**src/rtl/fetch_unit_if.sv**
```systemverilog
// Fetch-unit bus: core-side fetch request/response plus the instruction-memory handshake.
// The slave modport is the fetch unit's view; master is the core + memory side.
interface fetch_unit_if;
    logic [31:0] pc;
    logic        pc_valid;
    logic [31:0] instruction;
    logic        instr_valid;
    logic        busy;
    logic        fault;
    logic [1:0]  fault_cause;
    logic [31:0] mem_addr;
    logic        mem_req;
    logic        mem_ack;
    logic [31:0] mem_rdata;

    modport slave (
        input  pc, pc_valid, mem_ack, mem_rdata,
        output instruction, instr_valid, busy, fault, fault_cause, mem_addr, mem_req
    );

    modport master (
        output pc, pc_valid, mem_ack, mem_rdata,
        input  instruction, instr_valid, busy, fault, fault_cause, mem_addr, mem_req
    );
endinterface

```
**src/rtl/fetch_unit.sv**
```systemverilog
// Instruction-fetch requester: accepts a PC, runs a req/ack handshake with instruction memory
// and returns the fetched word. Misaligned and timed-out fetches return a NOP with a fault.
// Optional feature macro: FETCH_TIMEOUT_EN builds the WAIT timeout counter and cause 2'b10.
module fetch_unit #(
    parameter logic [31:0] RESET_PC       = 32'h0000_0000,
    parameter int unsigned TIMEOUT_CYCLES = 16
) (
    input logic          clk,
    input logic          rst,
    fetch_unit_if.slave  bus
);

    localparam logic [31:0] Nop         = 32'h0000_0013;
    localparam logic [1:0]  CauseNone   = 2'b00;
    localparam logic [1:0]  CauseMisal  = 2'b01;
`ifdef FETCH_TIMEOUT_EN
    localparam logic [1:0]  CauseTmo    = 2'b10;
    localparam logic [7:0]  TimeoutLast = 8'(TIMEOUT_CYCLES - 1);
`endif

    // Reject out-of-range timeout settings at elaboration.
    if (TIMEOUT_CYCLES < 2 || TIMEOUT_CYCLES > 255) begin : g_bad_timeout
        $error("fetch_unit: TIMEOUT_CYCLES must be within 2..255");
    end

    typedef enum logic [0:0] {StIdle, StWait} state_e;

    state_e      state_q;
    logic [31:0] instr_q;
    logic        instr_valid_q;
    logic        busy_q;
    logic        fault_q;
    logic [1:0]  cause_q;
    logic [31:0] mem_addr_q;
    logic        mem_req_q;
`ifdef FETCH_TIMEOUT_EN
    logic [7:0]  tmo_cnt_q;
`endif

    // Fetch FSM; every output is a register updated here.
    always_ff @(posedge clk) begin
        if (rst) begin
            state_q       <= StIdle;
            instr_q       <= Nop;
            instr_valid_q <= 1'b0;
            busy_q        <= 1'b0;
            fault_q       <= 1'b0;
            cause_q       <= CauseNone;
            mem_addr_q    <= RESET_PC;
            mem_req_q     <= 1'b0;
`ifdef FETCH_TIMEOUT_EN
            tmo_cnt_q     <= 8'd0;
`endif
        end else begin
            // Response strobes are single-cycle pulses.
            instr_valid_q <= 1'b0;
            fault_q       <= 1'b0;
            unique case (state_q)
                StIdle: begin
                    if (bus.pc_valid) begin
                        if (bus.pc[1:0] == 2'b00) begin
                            mem_addr_q <= bus.pc;
                            mem_req_q  <= 1'b1;
                            busy_q     <= 1'b1;
`ifdef FETCH_TIMEOUT_EN
                            tmo_cnt_q  <= 8'd0;
`endif
                            state_q    <= StWait;
                        end else begin
                            // Misaligned: fault without touching memory.
                            instr_q       <= Nop;
                            instr_valid_q <= 1'b1;
                            fault_q       <= 1'b1;
                            cause_q       <= CauseMisal;
                        end
                    end
                end
                StWait: begin
                    // Ack takes priority over a timeout expiring in the same cycle.
                    if (bus.mem_ack) begin
                        instr_q       <= bus.mem_rdata;
                        instr_valid_q <= 1'b1;
                        cause_q       <= CauseNone;
                        mem_req_q     <= 1'b0;
                        busy_q        <= 1'b0;
                        state_q       <= StIdle;
                    end
`ifdef FETCH_TIMEOUT_EN
                    else if (tmo_cnt_q == TimeoutLast) begin
                        instr_q       <= Nop;
                        instr_valid_q <= 1'b1;
                        fault_q       <= 1'b1;
                        cause_q       <= CauseTmo;
                        mem_req_q     <= 1'b0;
                        busy_q        <= 1'b0;
                        state_q       <= StIdle;
                    end else if (tmo_cnt_q != 8'hff) begin
                        tmo_cnt_q <= tmo_cnt_q + 8'd1;
                    end
`endif
                end
                default: state_q <= StIdle;
            endcase
        end
    end

    assign bus.instruction = instr_q;
    assign bus.instr_valid = instr_valid_q;
    assign bus.busy        = busy_q;
    assign bus.fault       = fault_q;
    assign bus.fault_cause = cause_q;
    assign bus.mem_addr    = mem_addr_q;
    assign bus.mem_req     = mem_req_q;

endmodule
```
**src/flat_wrapper.sv**
```systemverilog
// flat-port wrapper written by rule: the top's interface ports become plain ports
module fetch_unit_flat 
#(
    parameter logic [31:0] RESET_PC       = 32'h0000_0000,
    parameter int unsigned TIMEOUT_CYCLES = 16
)
  (clk, rst, bus_pc, bus_pc_valid, bus_mem_ack, bus_mem_rdata, bus_instruction, bus_instr_valid, bus_busy, bus_fault, bus_fault_cause, bus_mem_addr, bus_mem_req);
  fetch_unit_if bus_i ();
  input logic clk;
  input logic rst;
  input wire logic [$bits(bus_i.pc)-1:0] bus_pc;
  input wire logic [$bits(bus_i.pc_valid)-1:0] bus_pc_valid;
  input wire logic [$bits(bus_i.mem_ack)-1:0] bus_mem_ack;
  input wire logic [$bits(bus_i.mem_rdata)-1:0] bus_mem_rdata;
  output wire logic [$bits(bus_i.instruction)-1:0] bus_instruction;
  output wire logic [$bits(bus_i.instr_valid)-1:0] bus_instr_valid;
  output wire logic [$bits(bus_i.busy)-1:0] bus_busy;
  output wire logic [$bits(bus_i.fault)-1:0] bus_fault;
  output wire logic [$bits(bus_i.fault_cause)-1:0] bus_fault_cause;
  output wire logic [$bits(bus_i.mem_addr)-1:0] bus_mem_addr;
  output wire logic [$bits(bus_i.mem_req)-1:0] bus_mem_req;
  assign bus_i.pc = bus_pc;
  assign bus_i.pc_valid = bus_pc_valid;
  assign bus_i.mem_ack = bus_mem_ack;
  assign bus_i.mem_rdata = bus_mem_rdata;
  assign bus_instruction = bus_i.instruction;
  assign bus_instr_valid = bus_i.instr_valid;
  assign bus_busy = bus_i.busy;
  assign bus_fault = bus_i.fault;
  assign bus_fault_cause = bus_i.fault_cause;
  assign bus_mem_addr = bus_i.mem_addr;
  assign bus_mem_req = bus_i.mem_req;
  fetch_unit #(.RESET_PC(RESET_PC), .TIMEOUT_CYCLES(TIMEOUT_CYCLES)) u_core (.clk(clk), .rst(rst), .bus(bus_i));
endmodule
```
**config.mk**
```make
export PLATFORM = sky130hd
export DESIGN_NAME = fetch_unit_flat
export DESIGN_NICKNAME = d
export VERILOG_FILES = /design/src/rtl/fetch_unit_if.sv /design/src/rtl/fetch_unit.sv /design/src/flat_wrapper.sv
export SDC_FILE = /design/constraint.sdc
export NUM_CORES = 1
export LEC_CHECK = 0
export BUFFER_PORTS_ARGS = -buffer_cell sky130_fd_sc_hd__buf_4
export CAP_MARGIN = 40
export CORE_MARGIN = 2
export CORE_UTILIZATION = 46
export DETAILED_ROUTE_END_ITERATION = 16
export GPL_TIMING_DRIVEN = 1
export PLACE_DENSITY = 0.92
export SYNTH_ARGS = -nofsm -noshare
export SYNTH_HDL_FRONTEND = slang
export SYNTH_SLANG_ARGS = --single-unit
```
**constraint.sdc**
```tcl
create_clock -name clk -period 2.2 [get_ports clk]
set_input_delay 0.11 -clock clk [delete_from_list [all_inputs] [get_ports clk]]
set_output_delay 0.11 -clock clk [all_outputs]
set_load 0.005 [all_outputs]
```
==> flow_summary.yaml <==
floorplan:
  io_pins: 138
  initial_core_util: 0.486
  dieArea_mm2: 0.00568
  die_h_um: 75.4
  die_w_um: 75.4
  placementRows: 25
  core_mm2: 0.00482
pwr:
  power_density_mw_per_mm2: 682
  finalPower_w: 0.00261
  peakVddDrop_v: 0.000468
  p_leak_nw: 1.75
cts:
  clock_latency_ns: 0.33
  postCtsSetupBuffers: 0
  clk_pin_slew_ns: 0.08
  cts_tree: "built"
  numCtsBuffers: 9
  cts_buffer_depth: 2
  cts_root_buffer: "clkbuf_8"
  cts.sinks: 69
  cts_max_level: 3
place:
  globalplace.congestion: 0.703
  dpl_worst_slack_ns: 0.607
  dp_hpwl_um: 4530
  port_buffers: 136
global_route:
  antenna_found_initial: 0
  grt_usage: 0.246
  grt_first_pass_wirelength_um: 10400
  grt_max_degree: 43
  first_global_vias: 2254
  grt_overflow: 0
worst_setup_path:
  cpPeakStageDelay_ns: 0.69
  cpLargestDelayFamily: "simple AND/OR/NAND/NOR gates"
  setup.worst_path.end_class: "register"
  worstPathMaxFanout: 25
  rrSetupSlack_ns: 0.58
  cp_num_buf_inv: 1
  slowest_stage: "or4b_1"
  path_cells: "or4b_1 -> buf_16 -> nand2_1 -> a21oi_1"
  path_class: "register to register"
  arrival_ns: 1.81
  required_ns: 2.39
  startpoint_type: "register"
timing:
  fin_ws_ns: 0.584
  rsz0062_at_grt: "no"
  period_minus_slack_ns: 1.62
  fmax_mhz: 619
  fin_crit_sh: 0.734
  setup_viol: 0
  finalHoldViolations: 0
  tns_ns: 0
  slew_viol_final: 0
  skew_ns: 0.00564
outcome:
  status: "complete, no violations"
yosys:
  synth_area_leaders: "dfxtp_1, a22o_1, nand2_1"
  synth-adder-area-share: 0
  post_synth.cell_area_avg_um2: 9.92
  yosys-mux-area-fraction: 0
  synth_top_family_by_area: "compound AO/OA/AOI/OAI gates"
  synth-simple-area-share: 0.144
  yosysUniqueCellTypes: 21
  synth_edf_count: 0
  synth_ff_type: "dfxtp_1"
  seq_area_frac_synth: 0.590
  syn_area_mm2: 0.00234
  yosys-top-cells-count: "dfxtp_1, nand2_1, a21oi_1"
  synth_fp_nets: 304
  synth-async-reset-ratio: 0
  synth-compound-area-share: 0.200
  synth_top_area_frac: 0.590
  synth-seq-cells: 69
  synth_warnings: 0
  synth_xor_area_frac: 0
  synth_most_common_cell: "dfxtp_1"
  synth_top_area_cell: "dfxtp_1"
  synthCells: 236
drt:
  firstDrtPassIters: 6
  drc: 0
  wirelength_um: 7330
  drtIter0Drc: 135
  vias: 2316
  antenna_left: 0
  wl_per_cell_um: 15.7
  via_per_inst: 4.97
finish:
  layout-drive-gt1-share: 0.406
  fillCellCount: 336
  nNetsFinal: 462
  utilization: 0.795
  syn_to_final_growth_pct: 63.5
  n_antenna_cell: 0
hold_path:
  worst_hold_path_type: "primary input to register"
job:
  drv_cap: 0
==> through the flow <==
stage	instances	instance area [um2]	hold slack (ns)
floorplan	236	2340	0.243
global placement	423	3340	0.325
detailed placement	424	3370	0.332
CTS	466	3830	0.00171
global route	466	3830	0.00912
finish	466	3830	0.0131
==> cell families (layout without fill, tap and decap cells) <==
kind of cell	count (synthesis)	in the layout
flops	69	69
buf+inv	23	186
compound gates	67	67
simple gates	76	76
other cells	1	1
==> area by class of cell <==
class	count	area, um2	area share
inverters	3	11.3	0.00294
well taps	67	83.8	0.0219
clock buffers	11	141	0.0369
clock inverters	5	60.1	0.0157
flip-flops and latches	69	1380	0.361
multi-input cells	144	812	0.212
repair buffers	167	1340	0.350
==> repair_timing <==
| item | in CTS | in global routing |
|---|---|---|
| resized for setup | 0 | 0 |
| endpoints found under the hold margin | 26 | 0 |
| hold buffers | 26 | 0 |
| endpoints found under the setup margin | 0 | 0 |
==> path summary, 6_finish.rpt <==
path | start | to | cells past startpoint
hold / removal | bus_mem_rdata[20] | u_core.bus.instruction[20] | 2
setup / recovery | u_core.state_q | u_core.bus.mem_addr[8] | 4
hold reg to reg | u_core.bus.mem_addr[29] | u_core.bus.mem_addr[29] | 2
setup reg to reg | u_core.state_q | u_core.bus.mem_addr[8] | 4
==> layout by cell type (no fill, tap or decap), types with 2 or more instances in the layout <==
cell type,n
inv_1,3
nand2_1,62
dlygate4sd3_1,26
nor2_1,2
buf_4,140
nor3_1,3
dfxtp_1,69
nor3b_1,2
clkinv_4,2
a22o_1,29
a21oi_1,36
clkbuf_8,10
==> state kept, by name (all words and copies together) (netlist names) <==
register and count:
u_core.bus.instr_valid 1, u_core.bus.mem_addr 32, u_core.state_q 1, u_core.bus.busy 1
u_core.bus.fault 1, u_core.bus.fault_cause 1, u_core.bus.instruction 32
==> report_power, final <==
part	switching, W	internal [W]	leakage, nW
sequential	0.0000190	0.00128	0.559
combinational	0.000112	0.000174	1.09
clock	0.000469	0.000557	0.0995
==> metal layers <==
metal	GRT usage	wire, um	part of all wire	vias up
li1	-	-	-	1113
met5	0	0	0	-
met4	0.117	170	0.023	0
met2	0.461	4070	0.55	103
met3	0.0569	462	0.063	19
met1	0.259	2630	0.36	1081
(Power assumes the default switching activity.)
